## src/rtl/lsb_message_extractor.sv

```systemverilog
// -----------------------------------------------------------------------------
// lsb_message_extractor
//
// Receive-side recovery of a message hidden in one carrier bit of a sample
// stream. Every sample passes through unchanged with one cycle of latency.
// Carrier bits are assembled MSB-first into MESSAGE_LENGTH-bit messages. Each
// completed message is streamed byte by byte, most significant byte first, to a
// downstream uart_tx.
//
// Ports
//   in_clk            system clock
//   in_reset          asynchronous active-high reset
//   in_enable         strobe: in_frame holds a valid sample
//   in_frame          received sample (BPS bits)
//   in_clear          synchronous resync: restart bit assembly
//   in_tx_busy        uart_tx active flag
//   out_frame         registered copy of in_frame
//   out_ready         strobe qualifying out_frame
//   out_message       last completed message; MSB is the first bit received
//   out_message_valid one-cycle pulse when out_message updates
//   out_bit_count     bits assembled so far in the current message
//   out_tx_byte       byte presented to uart_tx; held until the next load
//   out_tx_dv         one-cycle data-valid strobe to uart_tx
//   out_overrun       one-cycle pulse when a completed message is not queued
// -----------------------------------------------------------------------------
module lsb_message_extractor #(
    parameter int BPS            = 24,
    parameter int MESSAGE_LENGTH = 88,
    parameter int BIT_POS        = 0
) (
    input  logic                      in_clk,
    input  logic                      in_reset,
    input  logic                      in_enable,
    input  logic [BPS-1:0]            in_frame,
    input  logic                      in_clear,
    input  logic                      in_tx_busy,
    output logic [BPS-1:0]            out_frame,
    output logic                      out_ready,
    output logic [MESSAGE_LENGTH-1:0] out_message,
    output logic                      out_message_valid,
    output logic [7:0]                out_bit_count,
    output logic [7:0]                out_tx_byte,
    output logic                      out_tx_dv,
    output logic                      out_overrun
);

    localparam int NUM_BYTES = MESSAGE_LENGTH / 8;
    localparam int IW        = (NUM_BYTES > 1) ? $clog2(NUM_BYTES) : 1;
    localparam int CW        = $clog2(MESSAGE_LENGTH);

    localparam logic [CW-1:0] LAST_COUNT = CW'(MESSAGE_LENGTH - 1);
    localparam logic [IW-1:0] LAST_IDX   = IW'(NUM_BYTES - 1);

    typedef enum logic [1:0] {
        S_IDLE,
        S_LOAD,
        S_WAIT_ACTIVE,
        S_WAIT_DONE
    } state_t;

    // Registered state
    logic [BPS-1:0]            frame_q,         frame_d;
    logic                      ready_q,         ready_d;
    logic [MESSAGE_LENGTH-1:0] shift_q,         shift_d;
    logic [CW-1:0]             count_q,         count_d;
    logic [MESSAGE_LENGTH-1:0] message_q,       message_d;
    logic                      message_valid_q, message_valid_d;
    logic                      overrun_q,       overrun_d;
    state_t                    state_q,         state_d;
    logic [IW-1:0]             idx_q,           idx_d;
    logic [MESSAGE_LENGTH-1:0] snap_q,          snap_d;
    logic [7:0]                tx_byte_q,       tx_byte_d;
    logic                      tx_dv_q,         tx_dv_d;
    // A completion that lands on the cycle the FSM returns to idle is
    // remembered here and picked up on the following cycle.
    logic                      pending_q,       pending_d;

    logic [MESSAGE_LENGTH-1:0] completed;
    logic                      complete;
    logic                      returning;
    logic [7:0]                snap_bytes [NUM_BYTES];

    assign completed = {shift_q[MESSAGE_LENGTH-2:0], in_frame[BIT_POS]};
    assign complete  = in_enable && !in_clear && (count_q == LAST_COUNT);

    // Byte k of the snapshot, byte 0 being the most significant.
    generate
        for (genvar gi = 0; gi < NUM_BYTES; gi++) begin : g_snap_bytes
            assign snap_bytes[gi] = snap_q[MESSAGE_LENGTH-1-8*gi -: 8];
        end
    endgenerate

    // Passthrough and bit assembly
    always_comb begin
        frame_d         = in_frame;
        ready_d         = in_enable;
        shift_d         = shift_q;
        count_d         = count_q;
        message_d       = message_q;
        message_valid_d = 1'b0;
        if (in_clear) begin
            shift_d = '0;
            count_d = '0;
        end else if (in_enable) begin
            shift_d = completed;
            if (count_q == LAST_COUNT) begin
                count_d         = '0;
                message_d       = completed;
                message_valid_d = 1'b1;
            end else begin
                count_d = count_q + CW'(1);
            end
        end
    end

    // Send FSM
    always_comb begin
        state_d   = state_q;
        idx_d     = idx_q;
        snap_d    = snap_q;
        tx_byte_d = tx_byte_q;
        tx_dv_d   = 1'b0;
        pending_d = pending_q;
        overrun_d = 1'b0;
        returning = 1'b0;
        case (state_q)
            S_IDLE: begin
                if (complete) begin
                    snap_d    = completed;
                    idx_d     = '0;
                    pending_d = 1'b0;
                    state_d   = S_LOAD;
                end else if (pending_q) begin
                    // out_message already holds the message that completed
                    // while the FSM was returning.
                    snap_d    = message_q;
                    idx_d     = '0;
                    pending_d = 1'b0;
                    state_d   = S_LOAD;
                end
            end
            S_LOAD: begin
                if (!in_tx_busy) begin
                    tx_byte_d = snap_bytes[idx_q];
                    tx_dv_d   = 1'b1;
                    state_d   = S_WAIT_ACTIVE;
                end
            end
            S_WAIT_ACTIVE: begin
                if (in_tx_busy) begin
                    state_d = S_WAIT_DONE;
                end
            end
            S_WAIT_DONE: begin
                if (!in_tx_busy) begin
                    if (idx_q == LAST_IDX) begin
                        returning = 1'b1;
                        state_d   = S_IDLE;
                        if (complete) begin
                            pending_d = 1'b1;
                        end
                    end else begin
                        idx_d   = idx_q + IW'(1);
                        state_d = S_LOAD;
                    end
                end
            end
            default: begin
                state_d = S_IDLE;
            end
        endcase
        if (complete && (state_q != S_IDLE) && !returning) begin
            overrun_d = 1'b1;
        end
    end

    always_ff @(posedge in_clk or posedge in_reset) begin
        if (in_reset) begin
            frame_q         <= '0;
            ready_q         <= 1'b0;
            shift_q         <= '0;
            count_q         <= '0;
            message_q       <= '0;
            message_valid_q <= 1'b0;
            overrun_q       <= 1'b0;
            state_q         <= S_IDLE;
            idx_q           <= '0;
            snap_q          <= '0;
            tx_byte_q       <= '0;
            tx_dv_q         <= 1'b0;
            pending_q       <= 1'b0;
        end else begin
            frame_q         <= frame_d;
            ready_q         <= ready_d;
            shift_q         <= shift_d;
            count_q         <= count_d;
            message_q       <= message_d;
            message_valid_q <= message_valid_d;
            overrun_q       <= overrun_d;
            state_q         <= state_d;
            idx_q           <= idx_d;
            snap_q          <= snap_d;
            tx_byte_q       <= tx_byte_d;
            tx_dv_q         <= tx_dv_d;
            pending_q       <= pending_d;
        end
    end

    generate
        if (CW >= 8) begin : g_count_trunc
            assign out_bit_count = count_q[7:0];
        end else begin : g_count_ext
            assign out_bit_count = {{(8-CW){1'b0}}, count_q};
        end
    endgenerate

    assign out_frame         = frame_q;
    assign out_ready         = ready_q;
    assign out_message       = message_q;
    assign out_message_valid = message_valid_q;
    assign out_tx_byte       = tx_byte_q;
    assign out_tx_dv         = tx_dv_q;
    assign out_overrun       = overrun_q;

endmodule

```

## config.mk

```make
export PLATFORM = sky130hd
export DESIGN_NAME = lsb_message_extractor
export DESIGN_NICKNAME = d
export VERILOG_FILES = /design/src/rtl/lsb_message_extractor.sv
export SDC_FILE = /design/constraint.sdc
export NUM_CORES = 1
export LEC_CHECK = 0
export CAP_MARGIN = 15
export CORE_MARGIN = 8
export CORE_UTILIZATION = 48
export DETAILED_ROUTE_END_ITERATION = 8
export PLACE_DENSITY_LB_ADDON = 0.3
export SYNTH_ARGS = -nofsm -noshare
export SYNTH_HDL_FRONTEND = slang
export SYNTH_SLANG_ARGS = --single-unit
```

## constraint.sdc

```tcl
create_clock -name in_clk -period 28.9 [get_ports in_clk]
set_clock_uncertainty 0.15 [all_clocks]
set_input_delay 4.335 -clock in_clk [delete_from_list [all_inputs] [get_ports in_clk]]
set_output_delay 4.335 -clock in_clk [all_outputs]
set_load 0.005 [all_outputs]
```

# Word-level counts from Yosys, hierarchy flattened
# Index checks and enable logic that the tools add are counted.
[word_totals]
word_cells = 83
latch_bits = 0
mem_bits_rw = 0
mem_bits_ro = 0
output_inout_bits = 132
ff_bits = 313
n_memories = 0
in_bits = 29
[op_classes]
muxes = 35
magnitude_cmp = 1
eq_ne = 12
reduce_logical = 17
bitwise_logic = 3
div = 0
add_sub_neg = 2
mul = 0
shift = 0
[ops]
columns = ["cell", "n"]
rows = [
  ["$mux 88", 2],
  ["$mux 87", 2],
  ["$bmux 8 s4", 1],
  ["$mux 7", 3],
  ["$mux 4", 4],
  ["$mux 8", 2],
  ["$mux 1", 13],
  ["$ne 2x2->1 const B", 6],
  ["$reduce_and 4->1", 3],
  ["$mux 2", 5],
  ["$pmux 2 s4", 1],
  ["$pmux 4 s2", 1],
  ["$reduce_bool 2->1", 4],
  ["$add 7x1->7 const B", 1],
  ["$eq 7x7->1 const B", 1],
  ["$ge 5x5->1 const B", 1],
  ["$not 4->5", 1],
  ["$add 4x1->4 const B", 1],
  ["$eq 2x2->1 const B", 2],
  ["$eq 4x4->1 const B", 1],
  ["$logic_and 1x1->1", 4],
  ["$reduce_and 2->1", 2],
  ["$ne 3x3->1 const B", 1],
  ["$reduce_and 3->1", 1],
  ["5 further kinds", 7],
]

# Depth between registers and ports, before layout
# Gate-level depths: netlist of the first run.
[logic_depth]
depth_word = 7
ltp_mapped = 8
ltp_nobuf = 6

# Least setup slack after synthesis of the first run
# Ideal clock, no wire load.
[synth_timing]
path_type = "input -> register"
startpoint = "in in_enable"
endpoint = "reg snap_q[0], in the netlist snap_bytes[0]"
stages = 7
path_buffers = 3
setup_ns = 0.128
slack_ns = 22.685
arrival_ns = 5.937
t_required_ns = 28.622
cell_sequence = "clkbuf_1 -> nand2b_1 -> nor3_4 -> buf_4 -> buf_6 -> mux2_1 -> mux2_1"
[synth_via]
elab_chain_cells = 4
elab_cells_between_ends = 5
cone_classes = "mux: 1; reduce/logical: 4"
[synth_lines]
columns = ["element", "line_no", "source"]
rows = [
  ["start: declaration", "33", "input logic in_enable,"],
  ["$logic_and 1x1->1 * (2 in a row)", "84", "assign complete = in_enable && !in_clear && (count_q == LAST_COUNT);"],
  ["$reduce_bool 2->1 (no line)", "--", ""],
  ["$reduce_and 2->1 (no line)", "--", ""],
  ["end signal: assignment", "202", "snap_q <= snap_d;"],
  ["end: declaration", "71", "logic [MESSAGE_LENGTH-1:0] snap_q, snap_d;"],
]
# Every way passes the cells marked *; elsewhere a longest branch is shown, timed or not.
# A chain may end at the register's enable or synchronous reset.

# Worst setup path in the final report of the first run
[layout_timing]
startpoint = "in in_clear"
endpoint = "reg snap_q[75], in the netlist snap_bytes[75]"
[layout_via]
elab_chain_cells = 5
elab_cells_between_ends = 6
cone_classes = "mux: 1; reduce/logical: 5"
[layout_lines]
columns = ["element", "line_no", "source"]
rows = [
  ["start: declaration", "35", "input logic in_clear,"],
  ["$logic_not 1->1 *", "84", ""],
  ["$logic_and 1x1->1 * (2 in a row)", "84", ""],
  ["$reduce_bool 2->1 (no line)", "--", ""],
  ["$reduce_and 2->1 (no line)", "--", ""],
]
# Marked as above.

==> run metrics, run 1 <==
final hold violations 0; pre-CTS setup slack 21.37 ns; vias per inst 5.308; DRT Pass-1 Iters 4; IO buf count 159; status completed; number of global-route vias before repair 7990; main flop type after synthesis dfrtp_1; die height 178.0 um; final core occ 60.26%; worst-skew pair later-pin latency 0.50 ns; slew margin rel. 23.76%; WL final 28.11 mm; starting density of the core 48.59%; Max IR drop VDD 0.04014 mV; Avg WL per Cell 19.99 um; # rows 59; Ports 161; total vias in the final route 7463; CTS sink cnt 313; clock root buffer clkbuf_16; type of the worst setup path in -> reg; post-DP HPWL 18.52 mm; async set-reset flop share out of synthesis 100.0%; largest net degree at the start of global routing 91; post-CTS setup buffer count 0; Seq/Total Area, Yosys 62.21%; global-route usage over all layers 17.98%; Pleak 0.007555 uW; P&R area growth vs syn 24.01%; Bufs on Longest Clock Path 3; CP endpoint kind flip-flop; FF-to-FF End snap_bytes[75]$_DFFE_PP0P_; cell mode on critical path buf_4; WHS Path Cells 1; Netlist cell types 44; crit path buf inv count 4; Syn Std Cell Area 12590 um^2; Placer Congestion 0.7722; hold endpoint snap_bytes[5]$_DFFE_PP0P_; Max Freq 143.6 MHz; DRC Markers 0; reg-to-reg slack, setup 25.69 ns; die width 178.0 um; grt ovf 0; CP max stage delay 0.77 ns; CTS clk-pin slew, worst paths 0.06 ns; Syn. warnings 0; HP Class reg -> reg; Syn Inst Count 898; Hold Path Origin snap_bytes[5]$_DFFE_PP0P_; footprint of the multi-input gates 4492 um^2; Max-cap violations 0; ratio of cells with drive above 1 in the final layout 22.69%; FF-to-FF Start count_q[0]$_DFFE_PP0P_; setup ws final 21.94 ns; htree depth 2; delay-heaviest family, CP buffers and inverters; Syn Area/Cell 14.02 um^2; hold buffers post-CTS 0; core area 25910 um^2; r2r worst-path depth 7; Cell Pwr Density 64.88 nW/um^2; Post-synth EDFFs 0; CTS tree built; synthesized flop and latch total 313; first-pass GRT wire length 45.10 mm; crit path cell chain buf_2, buf_4, nand2b_1, nor3_4, buf_4, buf_4, mux2_2, mux2_2; Antenna Cells 0; Slew @ Worst Pin 1.141 ns; TritonCTS buffer count 34; period utilization 24.10%; CP max-delay cell buf_4; Antenna Violating Nets Remaining 0; NumNets Final 1087; worst path arrival time 7.19 ns; Crit path required time 29.13 ns; DRT iter0 DRCs 504; RSZ-0062 raised after global routing false; initial antenna violation count 0; FF/Latch Area 7833 um^2; die area 31670 um^2; count of pins over their slew limit 0; final number of setup-violating endpoints 0; Final Critical Period 6.964 ns; Mapped Nets 934; Gates resized, CTS repair 0; CP max FO 64; Filler cells 2047; CP startpoint kind primary input; TNS Setup 0 ns
==> report_power, final <==
group	total [uW]	internal, uW	leakage, uW	switching [uW]
Sequential	464	449	0.00430	15.6
Clock	445	278	0.000578	168
Combinational	103	45.4	0.00267	58.0
Total	1010	772	0.00756	241
==> cells in the mapped netlist (3+ instances only) <==
| cell | number | share of area, % |
|---|---|---|
| nor2b_1 | 3 | 0.15 |
| buf_4 | 5 | 0.30 |
| and3_1 | 3 | 0.15 |
| inv_1 | 8 | 0.24 |
| mux2_2 | 166 | 15 |
| nand3_1 | 4 | 0.16 |
| buf_2 | 15 | 0.60 |
| mux2i_1 | 120 | 9.5 |
| mux2_1 | 18 | 1.6 |
| dfrtp_1 | 313 | 62 |
| a21oi_1 | 14 | 0.56 |
| a22oi_1 | 8 | 0.48 |
| nand2b_1 | 5 | 0.25 |
| o221ai_1 | 9 | 0.63 |
| o211ai_1 | 8 | 0.48 |
| ha_1 | 7 | 0.70 |
| nand2_1 | 24 | 0.72 |
| nor2_1 | 101 | 3.0 |
| a31oi_1 | 5 | 0.25 |
| clkbuf_1 | 22 | 0.66 |
| buf_1 | 10 | 0.30 |
==> how the worst max path moves through the flow <==
stage	from	endpoint	slack [ns]	depth (start not counted)
3_3_place_gp	in_reset	out_frame[15]$_DFF_PP0_	21.39	4
5_1_grt	in_reset	out_frame[9]$_DFF_PP0_	21.63	4
6_report	in_clear	snap_bytes[75]$_DFFE_PP0P_	21.94	8
4_1_cts	in_reset	out_frame[14]$_DFF_PP0_	21.90	4
3_5_place_dp	in_reset	out_frame[14]$_DFF_PP0_	21.37	4
2_1_floorplan	in_reset	count_q[0]$_DFFE_PP0P_	15.76	1
==> kinds of logic after synthesis <==
logic type               Yosys count  share of synthesized area [%]
flip-flops                       313                          62.21
adder cells (fa/ha/maj)            7                         0.6956
AO/OA/AOI/OAI                     61                          3.488
AND/OR/NAND/NOR                  149                          5.267
multiplexers                     304                          26.00
other                              1                        0.02978
buffers and inverters             61                          2.176
XOR/XNOR                           2                         0.1391
==> layer usage <==
metal | GRT usage, % | vias up | wire (um)
li1 | - | 3444 | -
met1 | 24.32 | 3824 | 12690
met2 | 29.28 | 165 | 13580
met3 | 4.064 | 30 | 1473
met4 | 3.821 | 0 | 364
met5 | 0 | - | 0
==> cell usage in the layout (no fill, tap or decap), drive strengths merged, types with 3 or more instances in the layout <==
master | Yosys | final
dfrtp | 313 | 313
mux2 | 184 | 184
clkdlybuf4s50 | 0 | 157
mux2i | 120 | 120
nor2 | 101 | 101
clkbuf | 22 | 47
nand2 | 24 | 24
a21oi | 14 | 14
buf | 31 | 13
o221ai | 9 | 9
a22oi | 8 | 8
o211ai | 8 | 8
inv | 8 | 8
ha | 7 | 7
nand2b | 5 | 5
a31oi | 5 | 5
clkinv | 0 | 5
nand3 | 4 | 4
nor2b | 3 | 3
and3 | 3 | 3
bufinv | 0 | 3
o21ai | 3 | 3
==> worst register-to-register path, stage by stage (launching register included) <==
cell and delay, ns:
dfrtp_1 0.41, ha_1 0.22, nand2_1 0.20, nor3_4 0.19, buf_4 0.37, buf_4 0.77
mux2_2 0.52, mux2_2 0.26
==> state kept, by name, indices dropped and copies added (netlist names) <==
signal             flops
count_q                7
idx_q                  4
out_frame             24
out_message           88
out_message_valid      1
out_overrun            1
out_ready              1
out_tx_byte            8
out_tx_dv              1
pending_q              1
shift_q               87
snap_bytes            88
state_q                2
==> final cells by class <==
| cell class | count | share of cell area [%] |
|---|---|---|
| inverters | 8 | 0.2404 |
| clock inverters | 9 | 0.7853 |
| multi-input cells | 524 | 28.77 |
| repair buffers | 170 | 10.67 |
| flip-flops and latches | 313 | 50.16 |
| well taps | 335 | 2.685 |
| clock buffers | 47 | 6.683 |
==> through the flow <==
stage          cells  power (uW)  instance area [um^2]  hold slack, ns
3_5_place_dp    1350       577.1                 14450          0.3312
2_1_floorplan    898       534.5                 12590          0.3135
4_1_cts         1406        1025                 15610          0.3450
3_3_place_gp    1350       574.8                 14450          0.3250
5_1_grt         1406        1052                 15610          0.3610
6_report        1406        1013                 15610          0.3419
Note: power is estimated with default switching activity, not from simulation.
==> inputs of run 2 (changes only) <==
- clock period: 28.9 -> 6.8 ns (I/O delays scaled with it)
==> run 2 against run 1 <==
  * Register-to-register slack got worse by 22 ns
  * Critical path depth down 2
  * Wire length decreased by 0.35%
  * Total power rose to 4.1 times the previous value
  * Clock-buffer cell count rose by 10
  * Hold slack gained 0.0012 ns
  * Die area unchanged
  * First-iteration DRC count is 16% higher
  * Largest power group unchanged
  * Cell count about the same
  * Combinational power grew to 4.4 times the previous value
  * Clock power grew to 4.0 times the previous value
  * Via count grew 1.7%
==> run metrics, run 2 (same netlist as run 1, synthesis figures left out) <==
Antenna Cells 0; initial antenna violation count 0; starting density of the core 48.59%; post-DP HPWL 18.57 mm; DRT iter0 DRCs 585; post-CTS setup buffer count 0; first-pass GRT wire length 45.44 mm; delay-heaviest family, CP buffers and inverters; CTS sink cnt 313; final number of setup-violating endpoints 0; P&R area growth vs syn 23.58%; CTS clk-pin slew, worst paths 0.06 ns; crit path cell chain buf_4, nand2b_1, nor3_4, buf_4, mux2_1, mux2_1; Slew @ Worst Pin 1.124 ns; Crit path required time 7.03 ns; status completed; commonest non-fill, non-tap cells in the layout dfrtp_1, mux2_2, clkdlybuf4s50_1, mux2i_1, nor2_1; worst path arrival time 3.89 ns; IO buf count 159; TNS Setup 0 ns; Max IR drop VDD 0.2122 mV; CP max-delay cell buf_4; CP max FO 51; number of global-route vias before repair 7995; setup ws final 3.132 ns; period utilization 53.94%; Ports 161; CP max stage delay 0.59 ns; Avg WL per Cell 19.91 um; DRT Pass-1 Iters 4; final hold violations 0; pre-CTS setup slack 2.581 ns; Max-cap violations 0; die area 31670 um^2; CTS tree built; htree depth 2; die height 178.0 um; # rows 59; hold buffers post-CTS 0; worst-skew pair later-pin latency 0.50 ns; DRC Markers 0; Antenna Violating Nets Remaining 0; commonest non-fill, non-tap cell in the layout dfrtp_1; grt ovf 0; CP startpoint kind primary input; slew margin rel. 24.89%; Placer Congestion 0.7669; NumNets Final 1085; Pleak 0.007509 uW; Gates resized, CTS repair 0; ratio of cells with drive above 1 in the final layout 21.83%; total vias in the final route 7591; crit path buf inv count 2; count of pins over their slew limit 0; CP endpoint kind flip-flop; RSZ-0062 raised after global routing false; Max Freq 272.7 MHz; Final Critical Period 3.668 ns; WL final 28.01 mm; HP Class reg -> reg; type of the worst setup path in -> reg; global-route usage over all layers 18.02%; largest net degree at the start of global routing 179; clock root buffer clkbuf_16; vias per inst 5.395; Cell Pwr Density 269.9 nW/um^2; Bufs on Longest Clock Path 3; TritonCTS buffer count 34; die width 178.0 um; core area 25910 um^2
[run 2: cell count changes in the layout (fill, tap and decap cells not counted), sizes merged]
cell,delta
clkbuf,+10
clkinv,-4
bufinv,-3
buf,-2
clkinvlp,+1
inv,-1
[run 2: area by class of cell]
cell class,instances,area [um^2]
Clock buffer,57,1081
Timing Repair Buffer,168,1689
Fill cell,2063,10350
Clock inverter,2,12.51
Multi-Input combinational cell,524,4492
Inverter,8,33.78
Sequential cell,313,7833
Tap cell,335,419.2
[run 2: final timing paths]
path	from	to	cells after the start	slack, ns
hold reg to reg	snap_bytes[0]$_DFFE_PP0P_	snap_bytes[0]$_DFFE_PP0P_	1	0.34
max in group asynchronous	in_reset	out_message[50]$_DFFE_PP0P_	3	4.72
min in group asynchronous	in_reset	count_q[0]$_DFFE_PP0P_	3	0.96
setup reg to reg	count_q[0]$_DFFE_PP0P_	snap_bytes[1]$_DFFE_PP0P_	6	3.87
setup / recovery	in_enable	snap_bytes[1]$_DFFE_PP0P_	6	3.13
hold / removal	snap_bytes[0]$_DFFE_PP0P_	snap_bytes[0]$_DFFE_PP0P_	1	0.34
[run 2: per-layer routing]
metal	share of wire (%)	vias to the layer above	track usage, %
li1	-	3457	-
met1	45	3914	25.39
met2	47	185	27.90
met3	5.6	35	3.979
met4	1.7	0	4.620
met5	0	-	0
[run 2: through the flow]
step	cell area [um^2]	hold WS [ns]	instances	total power (uW)	util, %
final	15560	0.3430	1407	4199	60.05
after global routing	15560	0.3591	1407	4372	60.05
after CTS	15560	0.3470	1407	4246	60.05
after detailed placement	14470	0.3339	1348	2457	55.83
after global placement	14470	0.3268	1348	2447	55.83
after floorplan	12590	0.3135	898	2272	-
[run 2: power by group]
group / switching, uW / internal [uW]
clock network: 702 / 1080
registers: 60.4 / 1910
logic: 255 / 195
total: 1020 / 3180
==> inputs of run 3 (changes only) <==
- clock period: 6.8 -> 3.5 ns (I/O delays scaled with it)
==> run 3 against run 2 <==
  * Register-to-register slack got worse by 3.0 ns
  * Wire length increased by 1.1%
  * Global-route usage is 0.13 points higher
  * Setup slack worse by 2.2 ns
  * Sequential power grew 94%
  * Clock power increased by 95%
  * Sequential share of layout area down 0.39 points
  * Clock-buffer cell count fell by 7
==> run metrics, run 3 (same netlist as run 1, synthesis figures left out) <==
Slew @ Worst Pin 1.078 ns; CP endpoint kind flip-flop; die area 31670 um^2; htree depth 2; worst path arrival time 2.84 ns; delay-heaviest family, CP multiplexers; Post-Place Cell Area 14590 um^2; post-DP HPWL 18.84 mm; DRT iter0 DRCs 472; Ports 161; NumNets Final 1093; CP max stage delay 0.53 ns; switching share of power 24.52%; global-route usage over all layers 18.15%; CP max-delay cell buf_4; Placer Congestion 0.7625; core area 25910 um^2; CP max FO 40; final number of setup-violating endpoints 0; Clk pwr share 42.4%; Max-cap violations 0; first-pass GRT wire length 45.43 mm; WHS Path Cells 1; IO buf count 159; CP startpoint kind flip-flop; P&R area growth vs syn 24.55%; Bufs on Longest Clock Path 3; final hold violations 0; CTS clk-pin slew, worst paths 0.06 ns; # rows 59; post-CTS setup buffer count 0; HP Class in -> reg; DRC Markers 0; Cell Pwr Density 522.5 nW/um^2; count of pins over their slew limit 0; largest net degree at the start of global routing 95; Antenna Violating Nets Remaining 0; Switch Pwr 2009 uW; r2r worst-path depth 6; status completed; clock root buffer clkbuf_16; Gates resized, CTS repair 0; final instance area 15680 um^2; Antenna Cells 0; grt ovf 0; crit path cell chain ha_1, nand2_1, nor3_4, buf_4, mux2_2, mux2_2; TNS Setup 0 ns; total vias in the final route 7611; hold buffers post-CTS 0; Flop pwr share 46.8%; starting density of the core 48.59%; WP depth 6; DRT Pass-1 Iters 4; slew margin rel. 28.16%; total power 8193 uW; Max Freq 384.6 MHz; CTS sink cnt 313; WL final 28.31 mm; commonest non-fill, non-tap cell in the layout dfrtp_1; Crit path required time 3.74 ns; CTS tree built; TritonCTS buffer count 34; die height 178.0 um; worst-skew pair later-pin latency 0.50 ns; RSZ-0062 raised after global routing false; vias per inst 5.379; number of global-route vias before repair 8067; logic gate share of total power 10.8%; period utilization 74.29%; Avg WL per Cell 20.01 um; crit path buf inv count 1; commonest non-fill, non-tap cells in the layout dfrtp_1, mux2_2, clkdlybuf4s50_1, mux2i_1, nor2_1; die width 178.0 um; pre-CTS setup slack 0.7374 ns; type of the worst setup path reg -> reg; Internal Pwr Total 6184 uW; Max IR drop VDD 0.4444 mV; ratio of cells with drive above 1 in the final layout 22.87%; Final Critical Period 2.600 ns; Pleak 0.007575 uW; cell mode on critical path mux2_2; initial antenna violation count 0; setup ws final 0.9000 ns
[run 3: worst paths after layout]
| kind | from | endpoint | slack, ns |
|---|---|---|---|
| setup reg to reg | count_q[0]$_DFFE_PP0P_ | snap_bytes[10]$_DFFE_PP0P_ | 0.90 |
| hold / removal | in_frame[20] | out_frame[20]$_DFF_PP0_ | 0.31 |
| min in group asynchronous | in_reset | count_q[3]$_DFFE_PP0P_ | 0.38 |
| hold reg to reg | snap_bytes[6]$_DFFE_PP0P_ | snap_bytes[6]$_DFFE_PP0P_ | 0.34 |
| max in group asynchronous | in_reset | out_frame[10]$_DFF_PP0_ | 1.84 |
| setup / recovery | count_q[0]$_DFFE_PP0P_ | snap_bytes[10]$_DFFE_PP0P_ | 0.90 |
[run 3: metal layers]
metal	routed length, um	vias to the layer above	GRT usage, %
met4	540	0	5.071
met1	12830	3936	25.07
met3	1503	42	3.723
li1	-	3477	-
met5	0	-	0
met2	13440	156	28.69
[run 3: per-stage QoR]
step	std cells	hold slack [ns]	util, %
2_1_floorplan	898	0.3135	-
3_3_place_gp	1356	0.3265	56.30
3_5_place_dp	1356	0.3320	56.30
4_1_cts	1415	0.2863	60.52
5_1_grt	1415	0.2922	60.52
6_report	1415	0.3102	60.52
[run 3: power by group through the flow]
stage          combinational (uW)  sequential (uW)  clock [uW]
2_1_floorplan                 586             3830           0
3_3_place_gp                  883             3900           0
3_5_place_dp                  891             3900           0
4_1_cts                       898             3840        3560
5_1_grt                       978             3840        3690
6_report                      885             3830        3470
[run 3: cell type report]
type                    count  area (um^2)
fillers                  2062        10230
flip-flops and latches    313         7833
multi-input cells         524         4492
repair buffers            176         1812
clock buffers              50         1012
well taps                 335        419.2
clock inverters             9        80.08
inverters                   8        33.78
